$ cat config.mk
export PLATFORM = sky130hd
export DESIGN_NAME = disp_share_ctrl
export DESIGN_NICKNAME = d
export VERILOG_FILES = /design/src/rtl/disp_share_ctrl.sv
export SDC_FILE = /design/constraint.sdc
export NUM_CORES = 1
export LEC_CHECK = 0
export CORE_MARGIN = 2
export CORE_UTILIZATION = 46
export DETAILED_ROUTE_END_ITERATION = 10
export PLACE_DENSITY = 0.75
export SLEW_MARGIN = 20
export SYNTH_ARGS = -nofsm -noshare
export SYNTH_HDL_FRONTEND = slang
export SYNTH_SLANG_ARGS = --single-unit
$ cat constraint.sdc
create_clock -name clk -period 2.5 [get_ports clk]
set_clock_uncertainty 0.15 [all_clocks]
set_input_delay 0.25 -clock clk [delete_from_list [all_inputs] [get_ports clk]]
set_output_delay 0.25 -clock clk [all_outputs]
set_load 0.05 [all_outputs]
$ cat src/rtl/disp_share_ctrl.sv
// disp_share_ctrl: arbitrates the shared 3-digit display between a blinking base source and a timed message source
module disp_share_ctrl #(
  parameter int TICK_DIV    = 5000000,
  parameter int HOLD_TICKS  = 20,
  parameter int GAP_TICKS   = 2,
  parameter int BLINK_TICKS = 5
) (
  input  logic        clk,
  input  logic        reset,
  input  logic [14:0] base_hex,
  input  logic [2:0]  base_dp,
  input  logic [2:0]  base_en,
  input  logic        blink_en,
  input  logic        msg_req,
  input  logic [14:0] msg_hex,
  input  logic [2:0]  msg_dp,
  input  logic [2:0]  msg_en,
  input  logic        msg_abort,
  output logic        msg_ack,
  output logic        msg_busy,
  output logic [4:0]  hex2,
  output logic [4:0]  hex1,
  output logic [4:0]  hex0,
  output logic [2:0]  dp_out,
  output logic [2:0]  en_out
);
  localparam int MAXT = HOLD_TICKS > GAP_TICKS ? (HOLD_TICKS > BLINK_TICKS ? HOLD_TICKS : BLINK_TICKS)
                                               : (GAP_TICKS > BLINK_TICKS ? GAP_TICKS : BLINK_TICKS);
  localparam int TW = MAXT > 1 ? $clog2(MAXT) : 1;
  localparam int PW = $clog2(TICK_DIV);
  localparam logic [4:0] BLANK = 5'b10010;
  localparam logic [PW-1:0] P_MAX = PW'(TICK_DIV - 1);
  localparam logic [TW-1:0] H_MAX = TW'(HOLD_TICKS - 1);
  localparam logic [TW-1:0] G_MAX = TW'(GAP_TICKS - 1);
  localparam logic [TW-1:0] B_MAX = TW'(BLINK_TICKS - 1);
  typedef enum logic [1:0] {IDLE, MSG, GAP} state_t;
  state_t state;
  logic [PW-1:0] presc;
  logic [TW-1:0] tick_cnt;
  logic blink_phase;
  logic [14:0] m_hex;
  logic [2:0] m_dp, m_en;
  logic tick;
  assign tick = presc == P_MAX;
  always_ff @(posedge clk or posedge reset)
    if (reset) begin
      state <= IDLE;
      presc <= '0;
      tick_cnt <= '0;
      blink_phase <= 1'b1;
      m_hex <= '0;
      m_dp <= '0;
      m_en <= '0;
      msg_ack <= 1'b0;
      msg_busy <= 1'b0;
      {hex2, hex1, hex0} <= {3{BLANK}};
      dp_out <= '0;
      en_out <= '0;
    end else begin
      msg_ack <= 1'b0;
      msg_busy <= state != IDLE;
      {hex2, hex1, hex0} <= state == IDLE ? base_hex : state == MSG ? m_hex : {3{BLANK}};
      dp_out <= state == IDLE ? base_dp : state == MSG ? m_dp : 3'b000;
      en_out <= state == IDLE ? (blink_phase ? base_en : 3'b000) : state == MSG ? m_en : 3'b000;
      presc <= tick ? '0 : presc + 1'b1;
      case (state)
        IDLE:
          if (msg_req) begin
            state <= MSG;
            m_hex <= msg_hex;
            m_dp <= msg_dp;
            m_en <= msg_en;
            msg_ack <= 1'b1;
            presc <= '0;
            tick_cnt <= '0;
          end else if (!blink_en) begin
            tick_cnt <= '0;
            blink_phase <= 1'b1;
          end else if (tick) begin
            tick_cnt <= tick_cnt == B_MAX ? '0 : tick_cnt + 1'b1;
            blink_phase <= tick_cnt == B_MAX ? ~blink_phase : blink_phase;
          end
        MSG:
          if (msg_abort || (tick && tick_cnt == H_MAX)) begin
            state <= msg_abort ? IDLE : GAP;
            blink_phase <= 1'b1;
            presc <= '0;
            tick_cnt <= '0;
          end else if (tick) tick_cnt <= tick_cnt + 1'b1;
        GAP:
          if (msg_abort || (tick && tick_cnt == G_MAX)) begin
            state <= IDLE;
            blink_phase <= 1'b1;
            presc <= '0;
            tick_cnt <= '0;
          end else if (tick) tick_cnt <= tick_cnt + 1'b1;
        default: begin
          state <= IDLE;
          presc <= '0;
          tick_cnt <= '0;
        end
      endcase
    end
endmodule

Word level (Yosys, flattened, before mapping)
Cells that the tools add are included.
{ "classes": {"addsub": 2, "n_eq_ne": 13, "n_mux": 34, "bitwise_logic": 1, "reduce_logical": 10} }
{ "op_table": {"columns": ["cell", "count"], "rows": [
  ["$mux 23", 4],
  ["$pmux 23 s3", 1],
  ["$mux 5", 7],
  ["$mux 15", 2],
  ["$add 23x1->23 const B", 1],
  ["$eq 23x23->1 const B", 1],
  ["$mux 3", 5],
  ["$pmux 5 s3", 1],
  ["$mux 1", 8],
  ["$mux 2", 4],
  ["$ne 2x2->1 const B", 3],
  ["$pmux 2 s3", 1],
  ["$reduce_and 6->1", 1],
  ["$add 5x1->5 const B", 1],
  ["$eq 5x1->1 const B", 1],
  ["$eq 5x3->1 const B", 1],
  ["$eq 5x5->1 const B", 1],
  ["$ne 4x4->1 const B", 1],
  ["$ne 3x2->1 const B", 1],
  ["$ne 3x3->1 const B", 1],
  ["$pmux 1 s3", 1],
  ["$reduce_and 3->1", 1],
  ["$reduce_bool 3->1", 1],
  ["$eq 2x1->1 const B", 1],
  ["other kinds (8)", 10]
]} }
{ "totals": {"reg_bits": 75} }

Depth between registers and ports, before layout
Gate-level depths: netlist of the first run.
{ "logic_depth": {"ltp_word": 6, "ltp_mapped": 8} }

Worst setup path after synthesis of the first run
OpenSTA, ideal clock, no wires.
{ "synth_timing": {"path_type": "register -> register", "from": "register state[1]", "to": "register blink_phase", "setup_ps": 85, "arrival_time_ps": 2451, "required_time_ps": 2265, "setup_slack_ps": -185, "path_stages_with_launch": 8, "n_path_buf": 0, "synth_period_minus_slack_ps": 2685, "path_cell_list": "dfrtp_1 > inv_1 > ha_1 > or3b_1 > a211o_1 > or4_4 > a2111oi_4 > mux2_1"} }
{ "synth_between": {"elab_chain_cells": 3, "elab_cells_between_ends": 11, "cone_classes": "eq/ne (7); mux (1); reduce/logical (3)"} }
{ "synth_rtl": {"columns": ["element", "line", "text"], "rows": [
  ["start, declared", "37", "state_t state;"],
  ["start signal, assigned", "85", "state <= msg_abort ? IDLE : GAP;"],
  ["$eq 2x2->1 (tied with other cells)", "66", "case (state)"],
  ["$ne 2x2->1 (no source line) (tied with other cells)", null, null],
  ["$reduce_and 6->1 (no source line)", null, null],
  ["end signal, assigned", "81", "blink_phase <= tick_cnt == B_MAX ? ~blink_phase : blink_phase;"],
  ["end, declared", "40", "logic blink_phase;"]
]} }
Several ways; a longest one is shown, not always the timed one.
A chain may end at the register's enable or synchronous reset.

Worst setup path after layout of the first run
{ "layout_timing": {"from": "register state[0]", "to": "register blink_phase"} }
The elaborated chain is that of the path after synthesis.

==> results.sh, run 1 <==
export IMPL_viasPerCell=5.38
export IMPL_setup_slack_ns=-0.152
export IMPL_hold_violations=0
export IMPL_rsz0062_at_grt="yes"
export IMPL_first_global_vias=2699
export IMPL_cts_inserted_buffers=9
export IMPL_fin_crit_ns=2.65
export IMPL_slowest_stage="or4_4"
export IMPL_antennaDiodeCount=0
export IMPL_path_buf_inv=0
export IMPL_die_y_um=91.1
export IMPL_critPathCaptureType="flip-flop"
export IMPL_max_cap_violations=0
export IMPL_p_leak_nw=1.99
export IMPL_grt_antenna_before_repair=0
export IMPL_clk_pin_slew_ns=0.09
export IMPL_fp_row_count=31
export IMPL_synth_top_area_frac=0.487
export IMPL_synth_cells=301
export IMPL_setup_viol=1
export IMPL_timing_final_crit_share=1.06
export IMPL_io_buffers=69
export IMPL_grt_max_degree=56
export IMPL_fmax_mhz=377
export IMPL_dr_pass1_iters=4
export IMPL_crit_type="flip-flop to flip-flop"
export IMPL_dieArea_um2=8300
export IMPL_grt_pass1_wl_um=13000
export IMPL_totalWireLength_um=7850
export IMPL_final_antenna_net_count=0
export IMPL_dp_final_hpwl_um=5640
export IMPL_maxSlewViolCount=0
export IMPL_wl_met3_um=281
export IMPL_layout_nets=455
export IMPL_crit_family="simple AND/OR/NAND/NOR gates"
export IMPL_cts_tree="done"
export IMPL_finalNonFillerCells=503
export IMPL_synth_top_cell_by_area="dfrtp_1"
export IMPL_slowest_delay_ns=0.45
export IMPL_worst_pin_slew_ns=0.527
export IMPL_drt_initial_drc_count=100
export IMPL_via_count=2704
export IMPL_drive_above_1_share=0.225
export IMPL_crit_arrival_ns=2.78
export IMPL_start_util=0.479
export IMPL_synthesis_nets=357
export IMPL_pre_cts_slack_ns=-0.186
export IMPL_yosysUniqueCellTypes=51
export IMPL_synth_edf_count=0
export IMPL_clk_latency_ns=0.34
export IMPL_met2_length_um=3760
export IMPL_power_density_nw_per_um2=1060
export IMPL_slew_headroom=0.644
export IMPL_peakVddDrop_uv=739
export IMPL_grt_overflow=0
export IMPL_routed_top_layer="met4"
export IMPL_place_congestion=0.812
export IMPL_area_delta_synth_final_pct=36.2
export IMPL_postSynthAreaPerCell_um2=11.6
export IMPL_core_area_um2=7290
export IMPL_cts_sinks=75
export IMPL_die_w_um=91.1
export IMPL_worstPathCellList="ha_2 -> or3b_4 -> a211o_1 -> or4_4 -> a2111oi_4 -> mux2_4"
export IMPL_violations="negative setup slack"
export IMPL_dp_cells=483
export IMPL_htree_levels=3
export IMPL_cts_buffer_depth=2
export IMPL_crit_path_max_fanout=3
export IMPL_status="finished with violations"
export IMPL_root_buffer="clkbuf_8"
export IMPL_yosysWarnings=0
export IMPL_drc=0
export IMPL_grtUsageTotal=0.195
export IMPL_yosysSeqAreaShare=0.540
export IMPL_io_pin_count=70
export IMPL_synthFlopType="dfrtp_1"
export IMPL_synth_area_um2=3490
export IMPL_cp_start_kind="flip-flop"
export IMPL_hp_class="primary input to async pin"
export IMPL_async_flop_share=1.00
export IMPL_ys_seq_elements=75
export IMPL_synth_area_leaders="dfrtp_1 49%, mux2_2 7.1%, dfstp_2 5.3%, xor2_1 4.3%, ha_1 3.2%"
export IMPL_wl_per_cell_um=15.6
export IMPL_wl_met1_um=3630
export IMPL_final_core_util=0.652
export IMPL_required_ns=2.62
-- logic make-up (layout without fill, tap and decap cells) --
| kind of cell | after synthesis | after routing | synth area share |
|---|---|---|---|
| mux | 24 | 24 | 0.0770 |
| buf+inv | 22 | 125 | 0.0244 |
| flops | 75 | 75 | 0.540 |
| fa+ha+maj | 9 | 9 | 0.0322 |
| xor+xnor | 21 | 21 | 0.0527 |
| compound gates | 47 | 47 | 0.111 |
| simple gates | 103 | 103 | 0.163 |
-- cell usage in the layout, fill, tap and decap left out, types with 3 or more instances in the layout --
| master | instances |
|---|---|
| a22o_1 | 12 |
| a32o_1 | 3 |
| and2_1 | 3 |
| and3_1 | 4 |
| and4_1 | 4 |
| buf_4 | 29 |
| clkbuf_8 | 9 |
| clkdlybuf4s50_1 | 69 |
| clkinv_4 | 3 |
| dfrtp_1 | 68 |
| dfstp_2 | 7 |
| ha_1 | 8 |
| inv_1 | 5 |
| inv_2 | 3 |
| mux2_2 | 22 |
| nand2_1 | 10 |
| nand3_1 | 19 |
| nand3b_1 | 3 |
| nand4_1 | 6 |
| nor2_1 | 30 |
| nor3_1 | 3 |
| nor4b_1 | 4 |
| o211ai_1 | 6 |
| o21ai_0 | 6 |
| o22a_1 | 6 |
| xnor2_1 | 4 |
| xor2_1 | 17 |
-- worst paths after layout --
kind	from	to	slack, ns	depth (start not counted)
max	state[0]	blink_phase	-0.15	6
min	reset	hex1[3]	0.07	2
max reg2reg	state[0]	blink_phase	-0.15	6
min reg2reg	m_hex[8]	hex1[3]	0.33	1
max in group asynchronous	reset	blink_phase	1.44	3
min in group clk	m_hex[8]	hex1[3]	0.33	1
-- per-layer routing --
layer / vias up / track usage
met5: - / 0
met4: 0 / 0.0909
met3: 15 / 0.0307
met2: 75 / 0.299
met1: 1330 / 0.271
li1: 1284 / -
-- per-stage QoR --
step / hold WS (ns) / power, mW / TNS [ns] / area (um^2)
2_1_floorplan: 0.238 / 3.26 / -0.151 / 3490
6_report: 0.0720 / 5.06 / -0.152 / 4760
4_1_cts: 0.0775 / 5.04 / -0.149 / 4710
3_5_place_dp: 0.323 / 4.04 / -0.186 / 4490
5_1_grt: 0.104 / 5.32 / -0.231 / 4760
3_3_place_gp: 0.315 / 4.00 / -0.124 / 4490
-- layout make-up --
cell class,instances,area [um^2]
fill,601,2540
sequential,75,1890
multi-input combinational,204,1550
timing repair buffer,100,948
clock buffer,9,124
tap,99,124
clock inverter,7,86.3
inverter,9,33.8
-- what timing repair did --
item,CTS,global route
buffers inserted,2,2
setup endpoints to repair,1,6
pin swaps,2,3
gates resized for setup,2,7
hold buffers,0,0
-- flip-flops by register name, summed over array words and instances (netlist names) --
register / flops
presc: 23
m_hex: 15
hex0: 5
hex1: 5
hex2: 5
tick_cnt: 5
dp_out: 3
en_out: 3
m_dp: 3
m_en: 3
state: 2
blink_phase: 1
msg_ack: 1
msg_busy: 1
-- synth_stat cells, types with 3 or more instances --
master	number
xor2_1	17
dfstp_2	7
clkbuf_1	11
mux2_2	22
xnor2_1	4
nor3_1	3
and3_1	4
nand3b_1	3
nand2_1	10
a32o_1	3
o22a_1	6
nand4_1	6
o21ai_0	6
a21oi_1	4
ha_1	9
and4_1	4
nor4b_1	4
inv_1	8
dfrtp_1	68
a22o_1	12
nor2_1	30
nand3_1	19
o211ai_1	6
and2_1	3
-- where the power goes --
part,internal (mW),switching (mW)
logic,0.973,1.32
clock network,0.480,0.489
registers,1.64,0.161
total,3.09,1.97
No activity file was read; power rests on OpenSTA's default activity.
==> run 2: changes to the inputs <==
Settings changed: CORE_MARGIN 2 to unset.
==> run 2 against run 1 <==
The run still ends with negative setup slack left. Via count is 0.30% higher. Die area is 4.3% lower. Worst hold slack better by 0.034 ns. Sequential power hardly changed. Global-route usage is 2.2 points higher. Clock-buffer cell count is 1 higher. Wire length is 4.6% higher. Worst setup slack better by 0.022 ns. Non-clock buffer count is 1 lower. Register-to-register slack better by 0.02 ns. Core utilization is 0.14 points lower. Total power is 1.1% higher.
==> results.sh, run 2 (synthesis gave the netlist of run 1 again) <==
export IMPL_largestRegisters="presc: 23 flops, m_hex: 15 flops"
export IMPL_worstPathCellList="ha_2 -> or3b_1 -> a211o_1 -> or4_4 -> a2111oi_4 -> mux2_4"
export IMPL_power_density_nw_per_um2=1080
export IMPL_io_buffers=69
export IMPL_rsz0062_at_grt="yes"
export IMPL_setup_viol=1
export IMPL_worst_pin_slew_ns=1.12
export IMPL_die_w_um=89.1
export IMPL_drc=0
export IMPL_required_ns=2.64
export IMPL_fp_row_count=31
export IMPL_crit_arrival_ns=2.77
export IMPL_io_pin_count=70
export IMPL_power_switching_mw=1.97
export IMPL_crit_path_max_fanout=3
export IMPL_slew_headroom=0.250
export IMPL_grt_max_degree=35
export IMPL_pwr_share_comb=0.441
export IMPL_fin_crit_ns=2.63
export IMPL_dp_cells=483
export IMPL_cts_tree="done"
export IMPL_largest_reg_flops=23
export IMPL_hp_class="primary input to async pin"
export IMPL_peakVddDrop_uv=648
export IMPL_status="finished with violations"
export IMPL_start_util=0.479
export IMPL_via_count=2712
export IMPL_regMostFlops="presc"
export IMPL_cts_inserted_buffers=9
export IMPL_dieArea_um2=7940
export IMPL_p_leak_nw=1.99
export IMPL_root_buffer="clkbuf_8"
export IMPL_final_antenna_net_count=0
export IMPL_critPathCaptureType="flip-flop"
export IMPL_cp_start_kind="flip-flop"
export IMPL_grt_antenna_before_repair=0
export IMPL_internal_power_mw=3.15
export IMPL_drive_above_1_share=0.213
export IMPL_wl_per_cell_um=16.4
export IMPL_cts_buffer_depth=2
export IMPL_first_global_vias=2615
export IMPL_clk_pin_slew_ns=0.08
export IMPL_timing_final_crit_share=1.05
export IMPL_drt_initial_drc_count=92
export IMPL_dr_pass1_iters=4
export IMPL_holdWs_ns=0.106
export IMPL_grt_overflow=0
export IMPL_slowest_delay_ns=0.45
export IMPL_cts_hold_fix_buffers=0
export IMPL_maxSlewViolCount=0
export IMPL_place_congestion=0.806
export IMPL_seq_power_share=0.356
export IMPL_antennaDiodeCount=0
export IMPL_viasPerCell=5.40
export IMPL_crit_type="flip-flop to flip-flop"
export IMPL_die_y_um=89.1
export IMPL_max_cap_violations=0
export IMPL_violations="negative setup slack"
export IMPL_finalNonFillerCells=502
export IMPL_dp_final_hpwl_um=5880
export IMPL_layout_nets=454
export IMPL_grtUsageTotal=0.217
export IMPL_htree_levels=3
export IMPL_slowest_stage="or4_4"
export IMPL_cts_sinks=75
export IMPL_area_delta_synth_final_pct=35.9
export IMPL_totalWireLength_um=8220
export IMPL_hold_violations=0
export IMPL_final_cell_mix="69 x clkdlybuf4s50_1, 68 x dfrtp_1, 30 x nor2_1"
export IMPL_setup_slack_ns=-0.130
export IMPL_p_sw_frac=0.385
export IMPL_grt_pass1_wl_um=12800
export IMPL_clk_latency_ns=0.35
export IMPL_core_area_um2=7290
export IMPL_finalSetupTns_ns=-0.130
export IMPL_clkPwrFrac=0.203
export IMPL_final_common_cell="clkdlybuf4s50_1"
export IMPL_fmax_mhz=380
## run 2: cell type report
class | count | area, um^2
clock buffer | 10 | 128
clock inverter | 6 | 90.1
fill | 580 | 2550
inverter | 9 | 33.8
multi-input combinational | 204 | 1540
sequential | 75 | 1890
tap | 99 | 124
timing repair buffer | 99 | 941
## run 2: per-stage QoR
| stage | worst slack (ns) | area, um^2 | total power, mW | util |
|---|---|---|---|---|
| 2_1_floorplan | -0.151 | 3490 | 3.26 | - |
| 3_3_place_gp | -0.134 | 4490 | 3.99 | 0.615 |
| 3_5_place_dp | -0.195 | 4490 | 4.06 | 0.615 |
| 4_1_cts | -0.126 | 4720 | 5.12 | 0.648 |
| 5_1_grt | -0.202 | 4750 | 5.34 | 0.651 |
| 6_report | -0.130 | 4750 | 5.11 | 0.651 |
## run 2: critical path: cells and delay by family, from the launching register on
kind | cells | cell delay (ns)
AOI/OAI and AO/OA | 2 | 0.67
DFF | 1 | 0.41
muxes | 1 | 0.33
and+or+nand+nor | 2 | 0.81
adders and majority gates | 1 | 0.20
## run 2: power by group through the flow
| stage | sequential, mW | combinational (mW) | clock, mW |
|---|---|---|---|
| after floorplan | 2.45 | 0.812 | 0 |
| after global placement | 1.82 | 2.17 | 0 |
| after detailed placement | 1.85 | 2.21 | 0 |
| after CTS | 1.82 | 2.25 | 1.05 |
| after global routing | 1.87 | 2.38 | 1.10 |
| final | 1.82 | 2.25 | 1.04 |
## run 2: what timing repair did
action,4_1_cts,5_1_grt
gates resized for setup,2,4
cloned,0,0
setup buffers,2,1
pin swaps,2,0
endpoints found under the setup margin,1,6
## run 2: worst paths after layout
| path | from | to | slack (ns) | cells past startpoint |
|---|---|---|---|---|
| max | state[0] | blink_phase | -0.13 | 6 |
| min | reset | presc[19] | 0.11 | 2 |
| max reg2reg | state[0] | blink_phase | -0.13 | 6 |
| min reg2reg | m_hex[1] | hex0[1] | 0.34 | 1 |
| max in group asynchronous | reset | hex2[4] | 1.47 | 3 |
| min in group clk | base_hex[4] | hex0[4] | 0.33 | 2 |
## run 2: per-layer routing
metal	wire length (um)	vias up	track usage
met2	4020	71	0.330
met4	85	0	0.0924
met3	369	8	0.0379
met5	0	-	0
li1	-	1285	-
met1	3750	1348	0.307
==> run 3: changes to the inputs <==
Settings changed: CORE_MARGIN set to 2.
==> results of run 3 <==
No change in the layout: final DEF, timing and power equal those of run 1.
